==> src/rtl/uart_tx_fifo.sv <==
// rtl/uart_tx_fifo.sv - UART transmitter fed by a small power-of-two transmit FIFO
//
// Purpose:
//   Words pushed with Write_i are queued in a FIFO. When the line is idle, or when
//   a frame is on its final stop clock, the head word is popped and serialised as
//   START, DATA (LSB first), optional PARITY and STOP bits. Each bit lasts
//   CLOCK_HZ/BAUD clocks.
//
// Ports:
//   Clock    - system clock, rising edge
//   Reset    - asynchronous, active-low reset
//   Write_i  - one-clock push request, ignored while Full_o is high
//   Data_i   - word to push (DATA_BITS wide)
//   Full_o   - FIFO holds FIFO_DEPTH words
//   Count_o  - number of words currently queued
//   Busy_o   - a frame is on the line
//   Done_o   - one-clock pulse on the last clock of the final stop bit
//   Tx_o     - registered serial line, idles high

module uart_tx_fifo #(
   parameter int CLOCK_HZ   = 10_000_000,
   parameter int BAUD       = 115200,
   parameter int DATA_BITS  = 8,
   parameter int PARITY     = 0,
   parameter int STOP_BITS  = 1,
   parameter int FIFO_DEPTH = 4
) (
   input  logic                          Clock,
   input  logic                          Reset,
   input  logic                          Write_i,
   input  logic [DATA_BITS-1:0]          Data_i,
   output logic                          Full_o,
   output logic [$clog2(FIFO_DEPTH):0]   Count_o,
   output logic                          Busy_o,
   output logic                          Done_o,
   output logic                          Tx_o
);

   localparam int TICKS = CLOCK_HZ / BAUD;
   localparam int TW    = (TICKS > 1) ? $clog2(TICKS) : 1;
   localparam int AW    = $clog2(FIFO_DEPTH);
   localparam int CW    = AW + 1;

   typedef enum logic [2:0] {
      ST_IDLE,
      ST_START,
      ST_DATA,
      ST_PARITY,
      ST_STOP
   } state_t;

   logic [DATA_BITS-1:0] mem [FIFO_DEPTH];
   logic [AW-1:0]        wr_ptr;
   logic [AW-1:0]        rd_ptr;

   state_t               state;
   logic [TW-1:0]        tick;
   logic [3:0]           bit_cnt;
   logic [DATA_BITS-1:0] shreg;
   logic                 par_bit;

   logic                 push;
   logic                 pop;
   logic                 not_empty;
   logic                 tick_last;
   logic                 stop_last;
   logic                 line_bit;
   logic [DATA_BITS-1:0] head;

   assign Full_o    = (Count_o == CW'(FIFO_DEPTH));
   assign not_empty = (Count_o != '0);
   assign head      = mem[rd_ptr];
   assign tick_last = (tick == TW'(TICKS - 1));
   assign stop_last = (state == ST_STOP) && tick_last && (bit_cnt == 4'(STOP_BITS - 1));

   // A write while full is dropped even if a pop frees a slot on the same edge.
   assign push = Write_i && !Full_o;

   // The head word leaves the FIFO either from idle or on the final stop clock,
   // which is what makes consecutive frames abut with no idle-high gap.
   assign pop  = not_empty && ((state == ST_IDLE) || stop_last);

   // ------------------------------------------------------------------
   // FIFO storage and occupancy
   // ------------------------------------------------------------------
   always_ff @(posedge Clock) begin
      if (push) begin
         mem[wr_ptr] <= Data_i;
      end
   end

   always_ff @(posedge Clock or negedge Reset) begin
      if (!Reset) begin
         wr_ptr  <= '0;
         rd_ptr  <= '0;
         Count_o <= '0;
      end else begin
         if (push) begin
            wr_ptr <= wr_ptr + AW'(1);
         end
         if (pop) begin
            rd_ptr <= rd_ptr + AW'(1);
         end
         case ({push, pop})
            2'b10:   Count_o <= Count_o + CW'(1);
            2'b01:   Count_o <= Count_o - CW'(1);
            default: Count_o <= Count_o;
         endcase
      end
   end

   // ------------------------------------------------------------------
   // Line value for the current state; registered into Tx_o so the line
   // trails the state by exactly one clock.
   // ------------------------------------------------------------------
   always_comb begin
      line_bit = 1'b1;
      case (state)
         ST_START:  line_bit = 1'b0;
         ST_DATA:   line_bit = shreg[0];
         ST_PARITY: line_bit = par_bit;
         default:   line_bit = 1'b1;
      endcase
   end

   // ------------------------------------------------------------------
   // Frame sequencer
   // ------------------------------------------------------------------
   always_ff @(posedge Clock or negedge Reset) begin
      if (!Reset) begin
         state   <= ST_IDLE;
         tick    <= '0;
         bit_cnt <= '0;
         shreg   <= '0;
         par_bit <= 1'b0;
         Tx_o    <= 1'b1;
         Busy_o  <= 1'b0;
         Done_o  <= 1'b0;
      end else begin
         // Outputs derive from the state held during this clock, so Busy_o,
         // Done_o and Tx_o all line up with the bit actually on the wire.
         Tx_o   <= line_bit;
         Busy_o <= (state != ST_IDLE);
         Done_o <= stop_last;

         // Parity is fixed at load time; odd parity is the inverted even sum.
         if (pop) begin
            shreg   <= head;
            par_bit <= (^head) ^ (PARITY == 2);
         end

         case (state)
            ST_IDLE: begin
               tick    <= '0;
               bit_cnt <= '0;
               if (pop) begin
                  state <= ST_START;
               end
            end

            ST_START: begin
               if (tick_last) begin
                  tick    <= '0;
                  bit_cnt <= '0;
                  state   <= ST_DATA;
               end else begin
                  tick <= tick + TW'(1);
               end
            end

            ST_DATA: begin
               if (tick_last) begin
                  tick  <= '0;
                  shreg <= shreg >> 1;
                  if (bit_cnt == 4'(DATA_BITS - 1)) begin
                     bit_cnt <= '0;
                     state   <= (PARITY != 0) ? ST_PARITY : ST_STOP;
                  end else begin
                     bit_cnt <= bit_cnt + 4'd1;
                  end
               end else begin
                  tick <= tick + TW'(1);
               end
            end

            ST_PARITY: begin
               if (tick_last) begin
                  tick    <= '0;
                  bit_cnt <= '0;
                  state   <= ST_STOP;
               end else begin
                  tick <= tick + TW'(1);
               end
            end

            ST_STOP: begin
               if (tick_last) begin
                  tick <= '0;
                  if (bit_cnt == 4'(STOP_BITS - 1)) begin
                     bit_cnt <= '0;
                     state   <= pop ? ST_START : ST_IDLE;
                  end else begin
                     bit_cnt <= bit_cnt + 4'd1;
                  end
               end else begin
                  tick <= tick + TW'(1);
               end
            end

            default: begin
               state   <= ST_IDLE;
               tick    <= '0;
               bit_cnt <= '0;
            end
         endcase
      end
   end

endmodule

==> config.mk <==
export PLATFORM = sky130hd
export DESIGN_NAME = uart_tx_fifo
export DESIGN_NICKNAME = d
export VERILOG_FILES = /design/src/rtl/uart_tx_fifo.sv
export SDC_FILE = /design/constraint.sdc
export NUM_CORES = 1
export LEC_CHECK = 0
export ABC_AREA = 1
export BUFFER_PORTS_ARGS = -buffer_cell sky130_fd_sc_hd__buf_4
export CORE_ASPECT_RATIO = 1.25
export CORE_MARGIN = 4
export CORE_UTILIZATION = 35
export CTS_BUF_LIST = sky130_fd_sc_hd__clkbuf_2
export DETAILED_ROUTE_END_ITERATION = 6
export GPL_TIMING_DRIVEN = 0
export HOLD_SLACK_MARGIN = 0.1
export MAX_ROUTING_LAYER = met4
export PLACE_DENSITY_LB_ADDON = 0.25
export SYNTH_ARGS = -nofsm -noshare
export SYNTH_HDL_FRONTEND = slang
export SYNTH_SLANG_ARGS = --single-unit
==> constraint.sdc <==
create_clock -name Clock -period 2.45 [get_ports Clock]
set_input_delay 0.1225 -clock Clock [delete_from_list [all_inputs] [get_ports Clock]]
set_output_delay 0.1225 -clock Clock [all_outputs]
set_load 0.05 [all_outputs]
==> out/qor.csv, run 1 <==
stage,metric,value,unit
status,status,completed,
sta,Fmax,0.441,GHz
power,switching share of power,31.2,%
sta,Slew HR,43.0,%
synth,top-count cell post-synth,nand2_1,
setup_path,crit-path cells,"inv_1, ha_1, nand3_1, or2_4, nor2_4, o21ai_2, inv_2, buf_6, ha_1, inv_1, fa_2, a21oi_1, o21ai_1, xor2_1",
synth,sequential area share after synthesis,56.0,%
drt,routed wl met2,2910,um
setup_path,class of the most critical setup path,reg2reg,
clock_network,CTS tree,yes,
global_routing,grt total ovfl,0,
drt,Pre-antenna DRT Iters,4,
synth,YS warnings,0,
die,Starting Density,36.3,%
die,Die Width,93.4,um
die,Cell Rows,38,
drt,wire per inst,10.9,um
placement,GPL Wtd Cong,0.751,
sta,Setup TNS,0,ns
clock_network,Clock Sinks,65,
finish,fillcell total,877,
clock_network,CTS max path bufs,2,
power,clock group share of total power,26.5,%
synth,top post-synthesis cells by area,"edfxtp_1 (30%), dfrtp_1 (25%), nand2_1 (12%)",
synth,Yosys reg bits,65,
power,leakage power,1.74,nW
die,die area,10700,sq um
die,io pins,18,
hold_path,path type of the worst min-delay path,in2reg,
sta,final hold slack,0.376,ns
clock_network,clock transition at the registers of the reported paths,0.19,ns
clock_network,htree depth,3,
sta,Slew @ Worst Pin,0.853,ns
power,Flop pwr share,51.3,%
synth,post-synth top area share,30.1,%
global_routing,gr usage total,12.3,%
sta,final setup vio count,0,
placement,post-DP HPWL,4050,um
setup_path,"Max FO, Critical Path",3,
flow_run,maxcap violations,0,
setup_path,"Slowest-stage cell, CP",dfrtp_1,
drt,DRC viols,0,
synth,"area leader, netlist",edfxtp_1,
drt,initial DRC count,63,
global_routing,largest net degree at the start of global routing,22,
synth,Mapped Cells,343,
sta,Tcrit/Tclk final,92.6,%
sta,RSZ-0062 raised after global routing,false,
power,combinational power share,22.2,%
synth,Synth async-reset ratio,50.8,%
setup_path,"Data required, critical path",2.82,ns
finish,nets@finish,412,
global_routing,antenna violations before repair,0,
synth,synthesized area per cell,9.31,sq um
drt,met1 WL,2480,um
placement,Post-Place Setup Slack,-0.117,ns
clock_network,CTS Buf Count,9,
global_routing,vias in the first global route,2327,
finish,Layout area overhead,18.6,%
setup_path,worst path bufs/invs,4,
sta,min cycle time layout,2.27,ns
power,switching power of the nets,0.832,mW
die,core area,8800,sq um
synth,syn nets,364,
drt,Via Count,2292,
synth,ys flop type,edfxtp_1,
setup_path,Critical Path AT,2.64,ns
synth,count of cell types in the netlist,33,
synth,"EDFF count, synth",32,
sta,"Slew Viols, Final",0,
setup_path,"slowest stage delay, CP",0.41,ns
power,PwrDens,704,nW/um^2
setup_path,startpoint types,register,
power,Pint,1.83,mW
finish,fraction of layout cells with a size suffix above 1,21.0,%
drt,vias per inst,4.44,
clock_network,CTS Root Cell,clkbuf_2,
drt,Total Wirelength,5620,um
power,Worst VDD drop,0.000327,V
setup_path,critical path capture point type,register,
setup_path,"delay-heaviest family, CP",adder cells,
sta,final hold violation count,0,
placement,Port Buffers,17,
synth,Post-Syn Area,3190,sq um
sta,Worst Skew,0.0283,ns
drt,metal3 WL,159,um
die,Die H,115,um
drt,highest metal used,met4,
sta,post-route setup slack,0.182,ns
synth,Post-synth top cells,"nand2_1 (105), dfrtp_1 (32), edfxtp_1 (32)",
drt,Detail Route Antenna Nets,0,
finish,antenna fix cells,0,
clock_network,Clock Latency Late Sink,0.47,ns
global_routing,first-pass GRT wire length,10200,um
power by group through the flow:
stage / Sequential, mW / Clock (mW) / Combinational [mW]
2_1_floorplan: 1.47 / 0 / 0.331
3_3_place_gp: 1.39 / 0 / 0.572
3_5_place_dp: 1.39 / 0 / 0.586
4_1_cts: 1.37 / 0.729 / 0.603
5_1_grt: 1.38 / 0.773 / 0.680
6_report: 1.37 / 0.707 / 0.592
cell usage in the layout, fill, tap and decap left out, types with 2 or more instances in the layout:
cell / count
o21ai_0: 7
o21ai_2: 7
nor2_2: 2
o21a_1: 2
buf_2: 3
clkbuf_2: 11
nor2_4: 3
dfrtp_1: 32
nor2_1: 29
nand3_1: 26
dlygate4sd3_1: 12
xor2_1: 2
nand2_1: 105
inv_2: 10
a21oi_1: 8
xnor2_1: 3
nand2_2: 7
buf_6: 3
o21ai_1: 13
bufinv_16: 2
buf_4: 26
edfxtp_1: 32
ha_1: 9
inv_1: 27
per-layer routing:
layer / track usage (%) / vias to the layer above
met1: 13.8 / 1061
li1: - / 1203
met5: - / -
met4: 4.99 / 0
met2: 21.1 / 21
met3: 2.75 / 7
per-stage QoR:
stage,total power [mW],util [%],cell area (sq um),cells
final,2.67,43.0,3780,516
after global routing,2.84,43.0,3780,516
after CTS,2.70,42.6,3740,511
after detailed placement,1.98,39.4,3470,480
after global placement,1.96,39.4,3470,480
after floorplan,1.80,-,3190,343
flip-flops by register name (all words and copies together) (netlist names):
register / flops
Busy_o: 1
Count_o: 3
Done_o: 1
Tx_o: 1
bit_cnt: 4
mem: 32
par_bit: 1
rd_ptr: 2
shreg: 8
state: 3
tick: 7
wr_ptr: 2
cells by family (layout without fill, tap and decap cells):
family / after synthesis / count (layout) / share of synthesized area, %
AO/OA/AOI/OAI: 38 / 38 / 7.06
adder cells (fa/ha/maj): 10 / 10 / 4.16
buffers and inverters: 45 / 98 / 6.74
flip-flops: 65 / 65 / 56.0
XOR/XNOR: 6 / 6 / 1.88
AND/OR/NAND/NOR: 179 / 179 / 24.1
final timing paths:
| kind | cells past startpoint | startpoint | slack, ns | end |
|---|---|---|---|---|
| setup / recovery | 14 | tick[1] | 0.18 | Count_o[2] |
| hold / removal | 2 | Data_i[7] | 0.38 | mem[3][7] |
| setup reg to reg | 14 | tick[1] | 0.18 | Count_o[2] |
| hold reg to reg | 2 | shreg[1] | 0.51 | shreg[0] |
| max in group asynchronous | 4 | Reset | 0.56 | Count_o[1] |
| min in group asynchronous | 3 | Reset | 0.60 | bit_cnt[0] |
cell type report:
| type | instances | area [sq um] | area share, % |
|---|---|---|---|
| sequential | 65 | 1790 | 47.2 |
| multi-input combinational | 233 | 1200 | 31.6 |
| timing repair buffer | 37 | 308 | 8.13 |
| tap | 120 | 150 | 3.97 |
| inverter | 37 | 144 | 3.80 |
| clock inverter | 5 | 72.6 | 1.92 |
| buffer | 8 | 71.3 | 1.88 |
| clock buffer | 11 | 55.1 | 1.45 |
repair_timing:
item / CTS / global route
setup buffers: 3 / 5
hold endpoints to repair: 67 / 0
pin swaps: 0 / 2
hold buffers: 12 / 0
gates resized for setup: 1 / 3
setup endpoints to repair: 1 / 2
(Power assumes the default switching activity.)
==> inputs of run 2 (changes only) <==
--- a/config.mk
+++ b/config.mk
@@ -16,6 +16,8 @@
 export HOLD_SLACK_MARGIN = 0.1
 export MAX_ROUTING_LAYER = met4
 export PLACE_DENSITY_LB_ADDON = 0.25
+export REMOVE_ABC_BUFFERS = 1
 export SYNTH_ARGS = -nofsm -noshare
 export SYNTH_HDL_FRONTEND = slang
 export SYNTH_SLANG_ARGS = --single-unit
+export TNS_END_PERCENT = 20
==> run 2 against run 1 <==
Compared with the run above: routed wire length is 1.6% lower; critical path depth fell by 1; clock skew decreased by 0.0035 ns; core utilization decreased by 0.83 points; count of clock-buffer cells in the layout down 2; global-route usage shrank 0.50 points; combinational power grew 0.7%; register-to-register slack got worse by 0.08 ns; first-iteration DRC count rose by 13%; sequential cell count did not move; largest power group unchanged.
==> out/qor.csv, run 2 (same netlist as run 1, synthesis figures left out) <==
stage,metric,value,unit
global_routing,first-pass GRT wire length,9730,um
setup_path,"Max FO, Critical Path",7,
setup_path,class of the most critical setup path,reg2reg,
finish,footprint of the multi-input gates,1200,sq um
die,Die Width,93.4,um
status,status,completed,
placement,placed insts,472,
power,PwrDens,698,nW/um^2
placement,GPL Wtd Cong,0.681,
drt,DRC viols,0,
global_routing,gr usage total,11.8,%
finish,"most common cell after layout, fill and taps aside",nand2_1,
global_routing,grt total ovfl,0,
drt,initial DRC count,71,
finish,Largest register FFs,32,
power,leakage power,1.67,nW
clock_network,CTS tree,yes,
drt,Pre-antenna DRT Iters,5,
finish,antenna fix cells,0,
placement,"Cell Area, Placed",3400,sq um
die,Cell Rows,38,
hold_path,path type of the worst min-delay path,in2reg,
finish,Largest regs,"mem (32), shreg (8), tick (7)",
drt,Total Wirelength,5530,um
finish,register area,1790,sq um
die,io pins,18,
setup_path,Critical Path AT,2.73,ns
sta,Slew @ Worst Pin,0.871,ns
placement,post-DP HPWL,3830,um
power,Worst VDD drop,0.000439,V
finish,Layout area overhead,16.3,%
sta,final hold violation count,0,
clock_network,CTS max path bufs,2,
finish,cell area after layout,3710,sq um
clock_network,clock transition at the registers of the reported paths,0.20,ns
sta,Setup TNS,0,ns
finish,"commonest non-fill, non-tap cells in the layout","nand2_1 (105), dfrtp_1 (32), edfxtp_1 (32), nor2_1 (29), inv_1 (28)",
drt,Detail Route Antenna Nets,0,
setup_path,critical path capture point type,register,
drt,Via Count,2225,
die,die area,10700,sq um
finish,post-route insts no fill,507,
sta,Slew HR,41.7,%
sta,Worst Skew,0.0248,ns
die,Die H,115,um
finish,fillcell total,895,
finish,Reg with most FFs,mem,
setup_path,startpoint types,register,
clock_network,CTS Buf Count,9,
sta,final setup vio count,0,
setup_path,"Data required, critical path",2.83,ns
finish,fraction of layout cells with a size suffix above 1,18.9,%
global_routing,largest net degree at the start of global routing,33,
sta,Tcrit/Tclk final,96.0,%
flow_run,maxcap violations,0,
die,Starting Density,36.3,%
drt,wire per inst,10.9,um
global_routing,vias in the first global route,2203,
clock_network,htree depth,3,
die,core area,8800,sq um
drt,vias per inst,4.39,
placement,Port Buffers,17,
clock_network,Clock Latency Late Sink,0.48,ns
sta,Fmax,0.425,GHz
clock_network,CTS Root Cell,clkbuf_2,
global_routing,antenna violations before repair,0,
finish,nets@finish,403,
sta,min cycle time layout,2.35,ns
clock_network,Clock Sinks,65,
sta,"Slew Viols, Final",0,
[run 2: per-stage QoR]
stage               util [%]  hold slack (ns)  power [mW]  worst slack [ns]
finish                  42.2            0.372        2.59            0.0979
global route            42.2            0.335        2.77          -0.00209
CTS                     41.7            0.329        2.64            0.0142
detailed placement      38.6           0.0944        1.97            -0.282
global placement        38.6           0.0926        1.96            -0.258
floorplan                  -           -0.173        1.80          -0.00900
[run 2: final cells by class]
type	count	share of cell area, %
Inverter	37	3.94
Timing Repair Buffer	36	8.36
Tap cell	120	4.04
Sequential cell	65	48.2
Clock inverter	7	1.92
Multi-Input combinational cell	233	32.4
Clock buffer	9	1.21
[run 2: routing by layer]
layer,vias to the layer above,track usage [%],wire length [um]
met3,9,2.36,145
met5,-,-,0
li1,1185,-,-
met2,26,20.0,2810
met1,1005,13.5,2480
met4,0,4.99,92
[run 2: final timing paths]
check	from	endpoint	slack, ns	cells after the start
setup / recovery	tick[1]	Count_o[2]	0.1	13
hold / removal	Data_i[6]	mem[0][6]	0.37	2
setup reg to reg	tick[1]	Count_o[2]	0.1	13
hold reg to reg	tick[0]	tick[0]	0.50	1
max in group asynchronous	Reset	par_bit	1.61	4
min in group asynchronous	Reset	rd_ptr[0]	0.65	4
[run 2: critical path: stages (launching register included)]
cell,delay [ns]
dfrtp_1,0.43
inv_1,0.06
ha_1,0.13
nand3_1,0.07
or2_4,0.29
nor2_4,0.15
o21ai_4,0.11
inv_4,0.08
ha_1,0.13
inv_1,0.06
fa_1,0.38
a21oi_1,0.15
o21ai_1,0.09
xor2_1,0.14
[run 2: timing repair]
item	in CTS	in global routing
pin swaps	0	2
hold buffers	12	0
setup endpoints to repair	2	2
buffers inserted	1	6
endpoints found under the hold margin	67	0
resized for setup	3	1
[run 2: where the power goes]
part           switching [mW]  internal [mW]
Sequential             0.0587           1.31
Combinational           0.406          0.190
Clock                   0.396          0.233
